File: src/rtl/audio_pkg.sv
// Shared constants and types for the I2S audio transmitter and its clock generator.
package audio_pkg;
  localparam int unsigned ACCUM_INC_DEF   = 245760;
  localparam int unsigned ACCUM_MOD_DEF   = 742500;
  localparam int unsigned SLOTS_PER_FRAME = 64;
  localparam int unsigned SAMPLE_W        = 16;
  localparam int unsigned SLOT_W          = $clog2(SLOTS_PER_FRAME);

  typedef struct packed {
    logic [SAMPLE_W-1:0] l;
    logic [SAMPLE_W-1:0] r;
  } sample_pair_t;

  // Data bits start one slot after each word-select change (I2S one-bit delay).
  function automatic logic in_data_slot(input logic [SLOT_W-1:0] slot, input logic is_right);
    int unsigned lo;
    int unsigned s;
    lo = is_right ? (SLOTS_PER_FRAME / 2) + 32'd1 : 32'd1;
    s  = 32'(slot);
    return (s >= lo) && (s < lo + SAMPLE_W);
  endfunction
endpackage

File: src/rtl/audio_clk_gen.sv
// Fractional-accumulator MCLK generator with a /4 SCLK divider; strobes the
// clk cycle in which SCLK falls so the serializer can update its outputs.
module audio_clk_gen
  import audio_pkg::*;
#(
  parameter int unsigned ACCUM_INC = ACCUM_INC_DEF,
  parameter int unsigned ACCUM_MOD = ACCUM_MOD_DEF
) (
  input  logic clk,
  input  logic reset_n,
  output logic audio_mclk,
  output logic shift_evt
);
  localparam int unsigned ACCUM_W = $clog2(ACCUM_MOD + ACCUM_INC);
  localparam logic [ACCUM_W-1:0] INC = ACCUM_W'(ACCUM_INC);
  localparam logic [ACCUM_W-1:0] MOD = ACCUM_W'(ACCUM_MOD);

  logic [ACCUM_W-1:0] accum;
  logic [1:0]         div;
  logic               wrap;
  logic               mclk_rise;

  assign wrap      = (accum >= MOD);
  assign mclk_rise = wrap && !audio_mclk;
  // Divider wrapping 3->0 is the SCLK (div[1]) falling edge.
  assign shift_evt = mclk_rise && (div == 2'd3);

  always_ff @(posedge clk or negedge reset_n) begin
    if (!reset_n) begin
      accum      <= '0;
      div        <= 2'd0;
      audio_mclk <= 1'b0;
    end else begin
      if (wrap) begin
        accum      <= accum - MOD + INC;
        audio_mclk <= ~audio_mclk;
      end else begin
        accum <= accum + INC;
      end
      if (mclk_rise) div <= div + 2'd1;
    end
  end
endmodule

File: src/rtl/audio_i2s_tx.sv
// I2S transmitter: a one-deep sample holding register feeding a 64-slot
// frame serializer, timed by the fractional MCLK/SCLK generator.
module audio_i2s_tx
  import audio_pkg::*;
#(
  parameter int unsigned ACCUM_INC = ACCUM_INC_DEF,
  parameter int unsigned ACCUM_MOD = ACCUM_MOD_DEF
) (
  input  logic                clk,
  input  logic                reset_n,
  input  logic [SAMPLE_W-1:0] sample_l,
  input  logic [SAMPLE_W-1:0] sample_r,
  input  logic                sample_valid,
  output logic                sample_ready,
  output logic                audio_mclk,
  output logic                audio_lrck,
  output logic                audio_dac,
  output logic                underrun
);
  localparam logic [SLOT_W-1:0] LAST_SLOT = SLOT_W'(SLOTS_PER_FRAME - 1);

  logic              shift_evt;
  logic              frame_start;
  logic              hold_full;
  logic [SLOT_W-1:0] slot;
  logic [SLOT_W-1:0] slot_nxt;
  sample_pair_t      hold;
  sample_pair_t      shifter;

  audio_clk_gen #(
    .ACCUM_INC(ACCUM_INC),
    .ACCUM_MOD(ACCUM_MOD)
  ) u_clk_gen (
    .clk       (clk),
    .reset_n   (reset_n),
    .audio_mclk(audio_mclk),
    .shift_evt (shift_evt)
  );

  assign sample_ready = ~hold_full;
  assign slot_nxt     = slot + SLOT_W'(1);
  assign frame_start  = shift_evt && (slot == LAST_SLOT);

  always_ff @(posedge clk or negedge reset_n) begin
    if (!reset_n) begin
      slot       <= LAST_SLOT;
      hold_full  <= 1'b0;
      hold       <= '0;
      shifter    <= '0;
      audio_lrck <= 1'b0;
      audio_dac  <= 1'b0;
      underrun   <= 1'b0;
    end else begin
      underrun <= 1'b0;
      if (sample_valid && !hold_full) begin
        hold      <= '{l: sample_l, r: sample_r};
        hold_full <= 1'b1;
      end
      if (shift_evt) begin
        slot       <= slot_nxt;
        audio_lrck <= slot_nxt[SLOT_W-1];
        audio_dac  <= 1'b0;
        if (frame_start) begin
          // An empty holding register at frame start sends a silent frame.
          if (hold_full) begin
            shifter   <= hold;
            hold_full <= 1'b0;
          end else begin
            shifter  <= '0;
            underrun <= 1'b1;
          end
        end else if (in_data_slot(slot_nxt, 1'b0)) begin
          audio_dac <= shifter.l[SAMPLE_W-1];
          shifter.l <= shifter.l << 1;
        end else if (in_data_slot(slot_nxt, 1'b1)) begin
          audio_dac <= shifter.r[SAMPLE_W-1];
          shifter.r <= shifter.r << 1;
        end
      end
    end
  end
endmodule

File: config.mk
export PLATFORM = sky130hd
export DESIGN_NAME = audio_i2s_tx
export DESIGN_NICKNAME = d
export VERILOG_FILES = /design/src/rtl/audio_pkg.sv /design/src/rtl/audio_clk_gen.sv /design/src/rtl/audio_i2s_tx.sv
export SDC_FILE = /design/constraint.sdc
export NUM_CORES = 1
export LEC_CHECK = 0
export CORE_MARGIN = 2
export CORE_UTILIZATION = 45
export DETAILED_ROUTE_END_ITERATION = 7
export PLACE_DENSITY = 0.76
export RECOVER_POWER = 100
export SLEW_MARGIN = 20
export SYNTH_ARGS = -nofsm -noshare
export SYNTH_HDL_FRONTEND = slang
export SYNTH_SLANG_ARGS = --single-unit
File: constraint.sdc
create_clock -name clk -period 3.8 [get_ports clk]
set_clock_uncertainty 0.2 [all_clocks]
set_input_delay 0.57 -clock clk [delete_from_list [all_inputs] [get_ports clk]]
set_output_delay 0.57 -clock clk [all_outputs]
set_load 0.005 [all_outputs]
### After elaboration in Yosys (flattened, before gate mapping)

Cells that the tools add are included.

| operators by class | value |
|---|---|
| muxes and demuxes | 16 |
| order comparisons | 5 |
| bitwise logic cells | 2 |
| reductions and logical operators | 12 |
| equal/unequal tests | 3 |
| $add $sub $neg | 5 |

Operators with widths:

| operator | number |
|---|---|
| $mux 32 | 2 |
| $mux 16 | 3 |
| $add 20x18->20 const B | 2 |
| $ge 20x20->1 const B | 1 |
| $mux 20 | 1 |
| $sub 20x20->20 const B | 1 |
| $mux 1 | 10 |
| $add 6x1->6 const B | 1 |
| $eq 6x6->1 const B | 1 |
| $ge 6x1->1 const B | 1 |
| $ge 6x6->1 const B | 1 |
| $logic_and 1x1->1 | 6 |
| $lt 6x5->1 const B | 1 |
| $lt 6x6->1 const B | 1 |
| $reduce_bool 2->1 | 2 |
| $reduce_and 3->1 | 1 |
| $add 2x1->2 const B | 1 |
| $eq 2x2->1 const B | 1 |
| $logic_not 1->1 | 2 |
| $ne 2x2->1 const B | 1 |
| $not 1->1 | 2 |
| $reduce_and 2->1 | 1 |

| storage, ports and cells | value |
|---|---|
| input port bits | 35 |
| logic and storage cells | 55 |
| register bits | 97 |
| output and inout port bits | 5 |

### Logic depth before layout (Yosys ltp)

Gate-level depths: netlist of the first run.

| depth | value |
|---|---|
| word-level depth | 6 |
| gate-level depth with buffers | 10 |
| mapped depth without buffers | 8 |

### Cells and area by module

A second synthesis of the first run with hierarchy kept.

| second synthesis, totals | value |
|---|---|
| cell total of the unflattened synthesis | 432 |
| area total of the unflattened synthesis | 4,772.1 µm² |

By module, submodules not included:

| module | times used | seq. area each (µm²) | area each (µm²) | cells an instance |
|---|---|---|---|---|
| audio_i2s_tx | 1 | 1,859.3 | 3,589.7 | 320 |
| audio_clk_gen | 1 | 525.5 | 1,182.4 | 112 |

### Least setup slack after synthesis of the first run

OpenSTA, ideal clock, no wires.

| timing | value |
|---|---|
| path kind | register -> register |
| start | reg slot[0] |
| end | reg shifter[20] (netlist name) |
| stages on the path, launching flop included | 10 |
| setup slack | 907 ps |
| period minus slack after synthesis | 2,893 ps |
| library setup time | 126 ps |
| arrival | 2,567 ps |
| data required time | 3,474 ps |
| path buffers | 2 |
| cells stage by stage | dfstp_2 ha_1 clkbuf_1 or4b_2 o21ai_0 o22a_1 a2bb2oi_1 nand2_1 clkbuf_1 a221o_1 |

| on the way | value |
|---|---|
| longest elaborated chain between the ends | 5 |
| elaborated cells between the ends (all ways) | 9 |
| those cells by class | 1 x add/sub; 2 x order compare; 1 x eq/ne; 1 x mux; 4 x reduce/logical |

RTL lines:

| what | line | source |
|---|---|---|
| start, declared | audio_i2s_tx.sv:25 | `logic [SLOT_W-1:0] slot;` |
| start signal, assigned | audio_i2s_tx.sv:60 | `slot <= slot_nxt;` |
| $add 6x1->6 | audio_i2s_tx.sv:41 | `assign slot_nxt = slot + SLOT_W'(1);` |
| $ge 6x1->1 / $lt 6x5->1 (equally long branches) | audio_pkg.sv:20 | `return (s >= lo) && (s < lo + SAMPLE_W);` |
| $logic_and 1x1->1 | audio_pkg.sv:20 |  |
| $reduce_bool 2->1 (no source line) | - |  |
| $reduce_and 2->1 (no source line) | - |  |
| end signal, assigned | audio_i2s_tx.sv:66 | `shifter <= hold;` |
| end, declared | audio_i2s_tx.sv:28 | `sample_pair_t shifter;` |

Parallel ways exist; a longest one is shown, timed or not.
A chain may end at the register's enable or synchronous reset.

### Worst setup path in the final report of the first run

| timing | value |
|---|---|
| start | reg u_clk_gen.accum[7] |
| end | reg shifter[3] (netlist name) |

| on the way | value |
|---|---|
| longest elaborated chain between the ends | 6 |
| elaborated cells between the ends (all ways) | 8 |
| those cells by class | 1 x order compare; 1 x eq/ne; 1 x mux; 5 x reduce/logical |

RTL lines:

| what | line | source |
|---|---|---|
| start, declared | audio_clk_gen.sv:18 | `logic [ACCUM_W-1:0] accum;` |
| start signal, assigned | audio_clk_gen.sv:35 | `accum <= accum - MOD + INC;` |
| start signal, assigned | audio_clk_gen.sv:38 | `accum <= accum + INC;` |
| $ge 20x20->1 * | audio_clk_gen.sv:23 | `assign wrap = (accum >= MOD);` |
| $logic_and 1x1->1 * | audio_clk_gen.sv:24 | `assign mclk_rise = wrap && !audio_mclk;` |
| $logic_and 1x1->1 * | audio_clk_gen.sv:26 | `assign shift_evt = mclk_rise && (div == 2'd3);` |
| $logic_and 1x1->1 | audio_i2s_tx.sv:42 | `assign frame_start = shift_evt && (slot == LAST_SLOT);` |
| $ne 2x2->1 (no source line) / $reduce_bool 2->1 (equally long branches) | - |  |
| $reduce_and 3->1 (no source line) | - |  |

Mark *: on every way between the ends. The rest lies on a longest branch, timed or not.

==> results of run 1 <==
-- routing by layer --
layer	track usage [%]	vias up	routed length, um
li1	-	1491	-
met1	22.8	1579	3920
met2	26.4	60	4120
met3	3.76	8	285
met4	5.89	0	142
met5	0	-	0
-- power groups by stage --
stage / clock network, mW / registers [mW] / logic [mW]
CTS: 0.631 / 1.22 / 0.200
floorplan: 0 / 1.20 / 0.127
global placement: 0 / 1.24 / 0.190
detailed placement: 0 / 1.24 / 0.199
finish: 0.612 / 1.22 / 0.193
global route: 0.683 / 1.24 / 0.217
-- final timing paths --
check	startpoint	end	slack, ns	depth (start not counted)
max in group asynchronous	reset_n	hold[31]$_DFFE_PN0P_	0.82	1
setup / recovery	u_clk_gen.accum[7]$_DFFE_PN0P_	shifter[3]$_DFFE_PN0P_	0.47	6
hold reg to reg	u_clk_gen.div[0]$_DFFE_PN0P_	u_clk_gen.div[0]$_DFFE_PN0P_	0.29	1
setup reg to reg	u_clk_gen.accum[7]$_DFFE_PN0P_	shifter[3]$_DFFE_PN0P_	0.47	6
hold / removal	u_clk_gen.div[0]$_DFFE_PN0P_	u_clk_gen.div[0]$_DFFE_PN0P_	0.29	1
min in group asynchronous	reset_n	hold[9]$_DFFE_PN0P_	0.94	1
-- layout by cell type (no fill, tap or decap), types with 4 or more instances in the layout --
| cell type | n |
|---|---|
| nor2b_1 | 4 |
| nand3_1 | 6 |
| nand2_1 | 21 |
| a21oi_1 | 11 |
| dlygate4sd3_1 | 6 |
| nor3_1 | 14 |
| clkbuf_8 | 9 |
| a221o_1 | 30 |
| clkdlybuf4s50_1 | 32 |
| and2_1 | 16 |
| o21ai_0 | 9 |
| nor2_1 | 14 |
| xor2_1 | 6 |
| mux2_2 | 33 |
| xnor2_1 | 17 |
| dfrtp_1 | 89 |
| and3_1 | 7 |
| dfstp_2 | 5 |
| inv_1 | 21 |
| ha_1 | 10 |
| clkbuf_1 | 5 |
-- registers in the layout, summed over array words and instances (netlist names) --
signal / flops
audio_dac: 1
audio_lrck: 1
hold: 32
hold_full: 1
shifter: 32
slot: 6
u_clk_gen.accum: 18
u_clk_gen.audio_mclk: 1
u_clk_gen.div: 2
underrun: 1
-- stage by stage --
| step | hold WS [ns] | power [mW] |
|---|---|---|
| after floorplan | 0.0744 | 1.33 |
| after global placement | 0.262 | 1.43 |
| after detailed placement | 0.274 | 1.44 |
| after CTS | 0.0649 | 2.05 |
| after global routing | 0.319 | 2.14 |
| final | 0.292 | 2.02 |
-- logic make-up after synthesis --
family                   Yosys count  share of synthesized area, %
AO/OA/AOI/OAI                     83                          14.9
XOR/XNOR                          23                          4.46
adder cells (fa/ha/maj)           10                          2.77
buffers and inverters             43                          3.96
flip-flops                        95                          52.8
multiplexers                      34                          8.45
AND/OR/NAND/NOR                  103                          12.7
-- layout make-up --
cell class | count | area share, %
Timing Repair Buffer | 45 | 8.09
Clock buffer | 10 | 2.47
Inverter | 21 | 1.53
Tap cell | 133 | 3.22
Clock inverter | 6 | 0.993
Sequential cell | 95 | 46.2
Multi-Input combinational cell | 253 | 37.6
==> run metrics, run 1 <==
EDFF count, synth 0; most common cell in the netlist dfrtp_1; number of global-route vias before repair 3046; FF+latch area 2380 sq um; # DRC 0; Synth Warn # 0; period utilization 87.7%; port buffer count 39; Pint 1.52 mW; peak supply drop 0.232 mV; Final Setup Violations 0; initial DRC count 191; first-pass GRT wire length 14700 um; Hold Vio Cnt, Final 0; Startpoint Class register; CP arrival 3.43 ns; layout cell share with drive strength beyond 1 14.0%; Synth top area share 49.3%; final std cells w/o fill 563; clock-pin slew on the worst setup and hold paths 0.09 ns; Final Instance Area 5170 sq um; final setup margin 0.467 ns; Least-Margin Pin Slew 2.91 ns; Crit-path slowest cell or4_1; Syn-to-layout area delta 14.4%; Leak 2.27 nW; die area 10900 sq um; Cells after DPL 547; number of hold buffers added after cts 0; FF+latch count, synth 95; grt ovf 0; synthesized area 4520 sq um; post-DP HPWL 5990 um; vias 3138; CP top delay family simple AND/OR/NAND/NOR gates; NetSw 0.499 mW; RSZ-0062 raised after global routing no; Setup TNS 0 ns; synth cell count leaders dfrtp_1, mux2_2, a221o_1, inv_1, nand2_1; sequential fraction of design power roughly three fifths; Finished Core Util ~53%; Root Driver clkbuf_8; Routed Antenna Nets 0; switching portion of total power about a quarter; Initial Util 46.2%; failing checks capacitance limit, slew limit; DRT Pass-1 Iters 4; Multi-input gate area between 1500 and 2000 sq um; setup repair bufs after CTS 0; die height around 100 um; post-synth top area cell dfrtp_1; P per Cell Area 391 nW/um^2; CTS tree done; Clock Sink Count 95; placed inst area 5020 sq um; ys async rst share 100%; CTS Buf Count 9; WP data required slightly below 4 ns; CTS-repair resized insts 0; Comb pwr share under 10%; final net count 470; WP buf/inv 0; Setup crit end kind register; clk_lat worst skew around 0.36 ns; largest net degree at the start of global routing 56; Post-Route WL 8470 um; WS Path Type register to register; All-Layer GR Usage 16.7%; Main synth FF type dfrtp_1; Core Area 9770 sq um; Slew headroom -94.0%; Avg Inst Size Synth roughly 12 sq um; Synth area leaders dfrtp_1, mux2_2, a221o_1, dfstp_2, xnor2_1; crit path time final 3.33 ns; Seq/Total Area, Yosys 52.8%; Via density 5.57; H-Tree Depth 3; total I/O pin count 40; critical-path cell list or4_1 > or4_1 > o211a_1 > or4_1 > nor2_4 > a221o_1; clock share of power 30.3%; number of max-cap violations 2; Hold Path Class register to register; syn nets about 440; Place WS about 0.62 ns; die span in x 104 um; fmax around 0.3 GHz; critical path peak fanout 15; CTS Buffer Depth 2; Post-Syn Instances 391; antenna violations before repair 0; Antenna Cells 0; Slew Limit Fails 90; routability cong. 0.845; outcome finished with violations; crit-path max cell delay 0.77 ns; critical path's most frequent cell or4_1; placement row count 36; distinct cell type count after synthesis 54; wire length per cell 15.0 um; fill count 846
(Power assumes the default switching activity.)
==> run 2: changes to the inputs <==
--- a/config.mk
+++ b/config.mk
@@ -8,6 +8,7 @@
 export CORE_MARGIN = 2
 export CORE_UTILIZATION = 45
 export DETAILED_ROUTE_END_ITERATION = 7
+export MAX_ROUTING_LAYER = met4
 export PLACE_DENSITY = 0.76
 export RECOVER_POWER = 100
 export SLEW_MARGIN = 20
==> run 2 against run 1 <==
Effect of this change:
- the flow still finishes with violations (capacitance limit, slew limit)
- sequential power about the same
- sequential share of layout area down 0.24 points
- power up 3.2%
- critical path depth up 3
- hold slack worse by 0.0027 ns
- combinational power about the same
- global-route usage is 0.91 points higher
- maximum frequency barely moved
- utilization rose by 0.28 points
- critical path type unchanged
- critical endpoint is now shifter[24]$_DFFE_PN0P_
==> run metrics, run 2 (synthesis results as in run 1) <==
Routed Antenna Nets 0 (unchanged); Core Area 9770 sq um (unchanged); placed inst area 5020 sq um (unchanged); All-Layer GR Usage 17.6% (was 16.7%); P per Cell Area 402 nW/um^2 (was 391 nW/um^2); layout cell share with drive strength beyond 1 14.5% (was 14.0%); Final Setup Violations 0 (unchanged); crit path time final 3.33 ns (about the same); die span in x 104 um (unchanged); peak supply drop 0.257 mV (was 0.232 mV); Via density 5.53 (was 5.57); Initial Util 46.2% (unchanged); WHS Path Cells 1 (unchanged); port buffer count 39 (unchanged); die height 104 um (unchanged); final net count 470 (unchanged); outcome finished with violations (unchanged); number of max-cap violations 2 (unchanged); H-Tree Depth 3 (unchanged); Root Driver clkbuf_8 (unchanged); Slew headroom -16.8% (was -94.0%); largest net degree at the start of global routing 67 (was 56); WP data required 3.90 ns (about the same); Syn-to-layout area delta 15.0% (was 14.4%); die area 10900 sq um (unchanged); fmax 0.300 GHz (about the same); CTS tree done (unchanged); grt ovf 0 (unchanged); Hold Path Class register to register (unchanged); CTS Buf Count 9 (unchanged); clk_lat worst skew 0.37 ns (was 0.36 ns); total I/O pin count 40 (unchanged); WS Path Type register to register (unchanged); number of hold buffers added after cts 0 (unchanged); period utilization 87.7% (about the same); placement row count 36 (unchanged); setup repair bufs after CTS 0 (unchanged); antenna violations before repair 0 (unchanged); clock-pin slew on the worst setup and hold paths 0.09 ns (about the same); wire length per cell 15.1 um (was 15.0 um); Hold Vio Cnt, Final 0 (unchanged); initial DRC count 132 (was 191); Final Instance Area 5190 sq um (was 5170 sq um); # DRC 0 (unchanged); Post-Route WL 8480 um (was 8470 um); number of cells on the worst reg-to-reg path 9 (was 6); largest registers hold: 32 flops, shifter: 32 flops, u_clk_gen.accum: 18 flops (unchanged); CTS-repair resized insts 0 (unchanged); number of global-route vias before repair 3069 (was 3046); Antenna Cells 0 (unchanged); Setup crit end kind register (unchanged); Leak 2.28 nW (was 2.27 nW); Clock Sink Count 95 (unchanged); RSZ-0062 raised after global routing no (unchanged); most common cell after layout, fill and taps aside dfrtp_1 (unchanged); CTS Buffer Depth 2 (unchanged); Setup TNS 0 ns (unchanged); routability cong. 0.845 (about the same); CP arrival 3.44 ns (was 3.43 ns); Startpoint Class register (unchanged); Least-Margin Pin Slew 1.75 ns (was 2.91 ns); first-pass GRT wire length 14800 um (was 14700 um); Slew Limit Fails 101 (was 90); post-DP HPWL 6080 um (was 5990 um); DRT Pass-1 Iters 4 (unchanged); vias 3109 (was 3138); failing checks capacitance limit, slew limit (unchanged); most frequent cells in the layout dfrtp_1, mux2_2, clkdlybuf4s50_1 (unchanged); critical path peak fanout 12 (was 15)
-- run 2: layout make-up --
class	count	area [sq um]
multi-input cells	253	1950
inverters	21	78.8
clock inverters	5	66.3
fillers	888	4580
flip-flops and latches	95	2380
well taps	133	166
repair buffers	45	412
clock buffers	10	138
-- run 2: routing by layer --
layer / GRT usage [%] / vias to the layer above / routed length (um)
li1: - / 1489 / -
met1: 22.4 / 1559 / 3920
met2: 27.9 / 52 / 4120
met3: 4.39 / 9 / 323
met4: 5.69 / 0 / 129
met5: - / - / 0
-- run 2: critical path, stage by stage, from the launching register on --
cell and delay (ns):
dfrtp_1 0.47, inv_1 0.16, ha_1 0.18, o21ai_0 0.08, a311oi_1 0.41, clkbuf_1 0.30, nand2_1 0.11, or4_1 0.76
nor2_1 0.38, a221o_1 0.22
-- run 2: final timing paths --
kind                                               start                            to  slack (ns)
max in group asynchronous                        reset_n          hold[25]$_DFFE_PN0P_        1.51
min in group asynchronous                        reset_n  u_clk_gen.div[0]$_DFFE_PN0P_        0.37
setup reg to reg           u_clk_gen.accum[15]$_DFF_PN0_       shifter[24]$_DFFE_PN0P_        0.47
hold reg to reg             u_clk_gen.div[0]$_DFFE_PN0P_  u_clk_gen.div[0]$_DFFE_PN0P_        0.29
setup / recovery           u_clk_gen.accum[15]$_DFF_PN0_       shifter[24]$_DFFE_PN0P_        0.47
hold / removal              u_clk_gen.div[0]$_DFFE_PN0P_  u_clk_gen.div[0]$_DFFE_PN0P_        0.29
-- run 2: where the power goes --
part           internal, mW  leakage, nW  switching (mW)
Clock                 0.326        0.101           0.354
Combinational         0.133         1.00          0.0613
Sequential             1.14         1.18          0.0702
Total                  1.60         2.28           0.485
-- run 2: metrics by stage --
| stage | hold slack, ns | setup slack (ns) | util [%] | total power, mW | instances |
|---|---|---|---|---|---|
| global route | 0.329 | 0.216 | 53.1 | 2.18 | 562 |
| CTS | 0.102 | 0.604 | 53.4 | 2.12 | 562 |
| floorplan | 0.0744 | 0.907 | - | 1.33 | 391 |
| finish | 0.289 | 0.468 | 53.1 | 2.09 | 562 |
| global placement | 0.262 | 0.727 | 51.3 | 1.42 | 547 |
| detailed placement | 0.279 | 0.621 | 51.3 | 1.44 | 547 |
